File: src/rtl/wr_arb_pkg.sv
// rtl/wr_arb_pkg.sv - shared types and constants for the FIFO write-port arbiter
package wr_arb_pkg;

    typedef enum logic [0:0] {
        IDLE = 1'b0,
        BUSY = 1'b1
    } state_t;

    localparam int DEF_NUM_REQ   = 4;
    localparam int DEF_BURST_LEN = 4;
    localparam int WR_COUNT_W    = 16;
    localparam int BURST_CNT_W   = 5;

endpackage

File: src/rtl/wr_port_arbiter_rr_pick.sv
// rtl/wr_port_arbiter_rr_pick.sv - round-robin pick of the first set request at or after ptr
module rr_pick #(
    parameter int N = 4,
    localparam int PW = (N > 1) ? $clog2(N) : 1
) (
    input  logic [N-1:0]  req,
    input  logic [PW-1:0] ptr,
    output logic [N-1:0]  pick,
    output logic          any
);

    logic [PW-1:0] idx;
    logic          found;

    always_comb begin
        pick  = '0;
        found = 1'b0;
        idx   = '0;
        for (int i = 0; i < N; i++) begin
            idx = PW'((32'(ptr) + 32'(i)) % 32'(N));
            if (!found && req[idx]) begin
                pick[idx] = 1'b1;
                found     = 1'b1;
            end
        end
    end

    assign any = |req;

endmodule

File: src/rtl/wr_port_arbiter.sv
// rtl/wr_port_arbiter.sv - round-robin arbiter granting bursts of FIFO writes to requesters
module wr_port_arbiter
    import wr_arb_pkg::*;
#(
    parameter int DATASIZE  = 8,
    parameter int NUM_REQ   = DEF_NUM_REQ,
    parameter int BURST_LEN = DEF_BURST_LEN,
    localparam int PW = $clog2(NUM_REQ)
) (
    input  logic                         wclk,
    input  logic                         wrst,
    input  logic [NUM_REQ-1:0]           req_valid,
    input  logic [NUM_REQ*DATASIZE-1:0]  req_data,
    output logic [NUM_REQ-1:0]           req_ready,
    output logic [DATASIZE-1:0]          idata,
    output logic                         wren,
    input  logic                         wr_full,
    output logic [NUM_REQ-1:0]           grant,
    output logic [WR_COUNT_W-1:0]        wr_count
);

    state_t                 state;
    logic [PW-1:0]          rr_ptr;
    logic [PW-1:0]          g_idx;
    logic [PW-1:0]          next_ptr;
    logic [BURST_CNT_W-1:0] burst_cnt;
    logic [NUM_REQ-1:0]     pick;
    logic                   any;
    logic                   valid_g;
    logic                   last_beat;

    rr_pick #(.N(NUM_REQ)) u_pick (
        .req  (req_valid),
        .ptr  (rr_ptr),
        .pick (pick),
        .any  (any)
    );

    // grant is all-zero outside BUSY, so idata falls to 0 when idle
    always_comb begin
        g_idx = '0;
        idata = '0;
        for (int i = 0; i < NUM_REQ; i++) begin
            if (grant[i]) begin
                g_idx = PW'(i);
                idata = req_data[i*DATASIZE +: DATASIZE];
            end
        end
    end

    assign valid_g   = |(req_valid & grant);
    assign last_beat = (burst_cnt == BURST_CNT_W'(BURST_LEN - 1));
    assign next_ptr  = (g_idx == PW'(NUM_REQ - 1)) ? '0 : g_idx + 1'b1;

    // reset gates the write path so a burst is abandoned without a final beat
    assign wren      = (state == BUSY) && valid_g && !wr_full && !wrst;
    assign req_ready = wren ? grant : '0;

    always_ff @(posedge wclk) begin
        if (wrst) begin
            state     <= IDLE;
            grant     <= '0;
            rr_ptr    <= '0;
            burst_cnt <= '0;
            wr_count  <= '0;
        end else begin
            case (state)
                IDLE: begin
                    if (any) begin
                        grant     <= pick;
                        burst_cnt <= '0;
                        state     <= BUSY;
                    end
                end
                BUSY: begin
                    if (wren) begin
                        burst_cnt <= burst_cnt + 1'b1;
                        if (wr_count != '1) begin
                            wr_count <= wr_count + 1'b1;
                        end
                    end
                    if ((wren && last_beat) || !valid_g) begin
                        state  <= IDLE;
                        grant  <= '0;
                        rr_ptr <= next_ptr;
                    end
                end
                default: state <= IDLE;
            endcase
        end
    end

endmodule

File: config.mk
export PLATFORM = sky130hd
export DESIGN_NAME = wr_port_arbiter
export DESIGN_NICKNAME = d
export VERILOG_FILES = /design/src/rtl/wr_arb_pkg.sv /design/src/rtl/wr_port_arbiter_rr_pick.sv /design/src/rtl/wr_port_arbiter.sv
export SDC_FILE = /design/constraint.sdc
export NUM_CORES = 1
export LEC_CHECK = 0
export BUFFER_PORTS_ARGS = -buffer_cell sky130_fd_sc_hd__buf_2
export CORE_MARGIN = 4
export CORE_UTILIZATION = 53
export DETAILED_ROUTE_END_ITERATION = 6
export PLACE_DENSITY = 0.95
export SYNTH_ARGS = -nofsm -noshare
export SYNTH_HDL_FRONTEND = slang
export SYNTH_SLANG_ARGS = --single-unit
File: constraint.sdc
create_clock -name wclk -period 5.5 [get_ports wclk]
set_clock_uncertainty 0.05 [all_clocks]
set_input_delay 1.1 -clock wclk [delete_from_list [all_inputs] [get_ports wclk]]
set_output_delay 1.1 -clock wclk [all_outputs]
set_load 0.01 [all_outputs]
==> results.json <==
{
  "drive_above_1_share": 0.291,
  "netlist_area_um2": 1860,
  "whs_ns": 0.477,
  "vias": 1957,
  "setup.worst_path.start_class": "primary input",
  "vdd.ir_drop.worst_v": 0.000184,
  "reg2regPathDepth": 6,
  "synthCells": 218,
  "drc_errors": 0,
  "hold_start": "wr_count[9]",
  "vias_per_cell": 5.97,
  "setup_viol": 0,
  "path_class": "in2out",
  "yosys-top-cells-area": "dfxtp_1, o21ai_0, xor2_1",
  "finalSetupTns_ns": 0,
  "grt_pass1_vias": 1760,
  "clk_path_buf_depth": 2,
  "fmax_ghz": 0.284,
  "core-area_um2": 3360,
  "port_buffers": 71,
  "cts-root-buf": "clkbuf_4",
  "initial_utilization": 0.552,
  "cts_buffers": 3,
  "grt_max_degree": 29,
  "io_pins": 72,
  "syn_to_final_growth_pct": 22.0,
  "p_per_area_nw_per_um2": 223,
  "cts-htree-levels": 1,
  "rsz0062_at_grt": "false",
  "antenna_found_initial": 0,
  "worstSetupEndpointType": "primary output",
  "cpPeakStageDelay_ns": 0.53,
  "slew_headroom": 0.566,
  "cts_tree": "done",
  "critical_path.max_fanout": 18,
  "maxCapViolations": 0,
  "finalCritPeriodShare": 0.640,
  "first_pass_iters": 4,
  "hpwlAfterDp_um": 3750,
  "final_common_cell": "buf_2",
  "clk_latency_ns": 0.32,
  "nets": 331,
  "min_path_type": "reg2reg",
  "cp_cell_sequence": "buf_2 > a22oi_1 > a2111oi_4 > buf_4 > buf_2",
  "chipHeight_um": 67.2,
  "wl_per_cell_um": 14.8,
  "worstPathRequired_ns": 4.35,
  "clk_pin_slew_ns": 0.14,
  "hold_path_end": "wr_count[9]",
  "pre_cts_ws_ns": 2.00,
  "cpMostUsedCell": "buf_2",
  "synth_nets": 266,
  "synth_top_cell_area_share": 0.302,
  "critPathBufInv": 3,
  "grt_overflow": 0,
  "mostFrequentLayoutCells": "buf_2, dfxtp_1, o21ai_0",
  "p_leak_nw": 1.04,
  "die_x_um": 67.2,
  "grt_pass1_wl_um": 7590,
  "synth_edf_count": 0,
  "ys_warn_count": 0,
  "slowest_stage": "a2111oi_4",
  "gr-usage-all-layers": 0.210,
  "finalWirelength_um": 4860,
  "synthFlopType": "dfxtp_1",
  "cp.arrival_ns": 2.37,
  "synth_seq_area_share": 0.302,
  "yosysUniqueCellTypes": 34,
  "rrSetupSlack_ns": 2.76,
  "numClockSinks": 28,
  "cts_setup_buffers": 0,
  "r2r_start": "grant[3]",
  "worst_pin_slew_ns": 0.650,
  "drtAntennaViolNets": 0,
  "status": "finished, final reports clean",
  "nFillCells": 278,
  "layout_setup_ws_ns": 1.98,
  "fin_crit_ns": 3.52,
  "synth_async_sr_flop_share": 0,
  "drt_iter0_markers": 135,
  "critPathTopFamily": "compound AO/OA/AOI/OAI gates",
  "holdPathStages": 2,
  "die_area_um2": 4520,
  "synth.avg_cell_area_um2": 8.52,
  "hold_violations": 0,
  "globalplace.congestion": 0.969,
  "num_antenna_cells": 0,
  "ctsHoldBuffers": 0,
  "cts_resized": 0,
  "ys_seq_elements": 28,
  "yosysTopAreaCell": "dfxtp_1",
  "core.rowCount": 21,
  "rr_endpoint": "wr_count[15]",
  "drv_slew": 0
}
-- power breakdown --
group	switching, mW	total [mW]	internal, mW
Sequential	0.0224	0.233	0.211
Combinational	0.0903	0.175	0.0842
Clock	0.0577	0.0982	0.0405
-- worst min-delay path, stage by stage, from the launching register on --
cell and delay [ns]:
dfxtp_1 0.36, o21ai_0 0.08, a21oi_1 0.06
-- area by class of cell --
class                           count  area, um2  share of cell area
Clock buffer                        4       36.3              0.0160
Tap cell                           46       57.6              0.0254
Inverter                            5       18.8             0.00828
Multi-Input combinational cell    173       1230               0.543
Sequential cell                    28        561               0.247
Timing Repair Buffer               72        363               0.160
-- per-stage QoR --
step,cells,util,area (um2),power [mW]
after detailed placement,324,0.663,2230,0.411
after floorplan,218,-,1860,0.351
after global routing,328,0.674,2270,0.537
after CTS,328,0.674,2270,0.508
after global placement,324,0.663,2230,0.403
final,328,0.674,2270,0.506
-- how the worst max path moves through the flow --
stage	startpoint	to	slack, ns	depth (start not counted)
final	req_valid[2]	wren	1.98	5
after global routing	grant[3]	wren	1.88	4
after CTS	req_valid[2]	wren	1.99	5
after detailed placement	req_valid[2]	wren	2.00	5
after global placement	req_valid[2]	wren	2.05	5
after floorplan	req_valid[2]	req_ready[0]	2.29	4
-- layer usage --
layer | wire length, um | vias up | track usage
met4 | 36 | 0 | 0.0456
met2 | 2400 | 97 | 0.400
met1 | 1960 | 916 | 0.243
li1 | - | 938 | -
met5 | 0 | - | 0
met3 | 456 | 6 | 0.0366
-- kinds of logic (layout without fill, tap and decap cells) --
family                   Yosys count  in the layout  share of synthesized area
multiplexers                      13             13                     0.0909
adder cells (fa/ha/maj)            9              9                     0.0606
buffers and inverters             17             81                     0.0364
AND/OR/NAND/NOR                   73             73                      0.201
XOR/XNOR                          13             13                     0.0613
AO/OA/AOI/OAI                     65             65                      0.248
flip-flops                        28             28                      0.302
-- sequential cells by signal (all words and copies together), names as in the netlist --
name	flops
burst_cnt	5
grant	4
rr_ptr	2
state	1
wr_count	16
-- synthesized netlist by cell type, types with 3 or more instances --
cell and number:
nor3_1 4, a22oi_1 7, ha_1 9, or3_1 6, a221o_1 8, nor2b_1 3
a21oi_1 7, o21ai_0 23, inv_1 5, nor2_1 20, xor2_1 13, and2_1 11
o211ai_1 4, o22ai_1 4, and3_1 7, o2111ai_1 4, clkbuf_1 9, nand4_1 4
a21o_1 4, mux2i_1 9, buf_2 3, nand2_1 13, dfxtp_1 28, mux4_2 3
No activity file was read; power rests on OpenSTA's default activity.
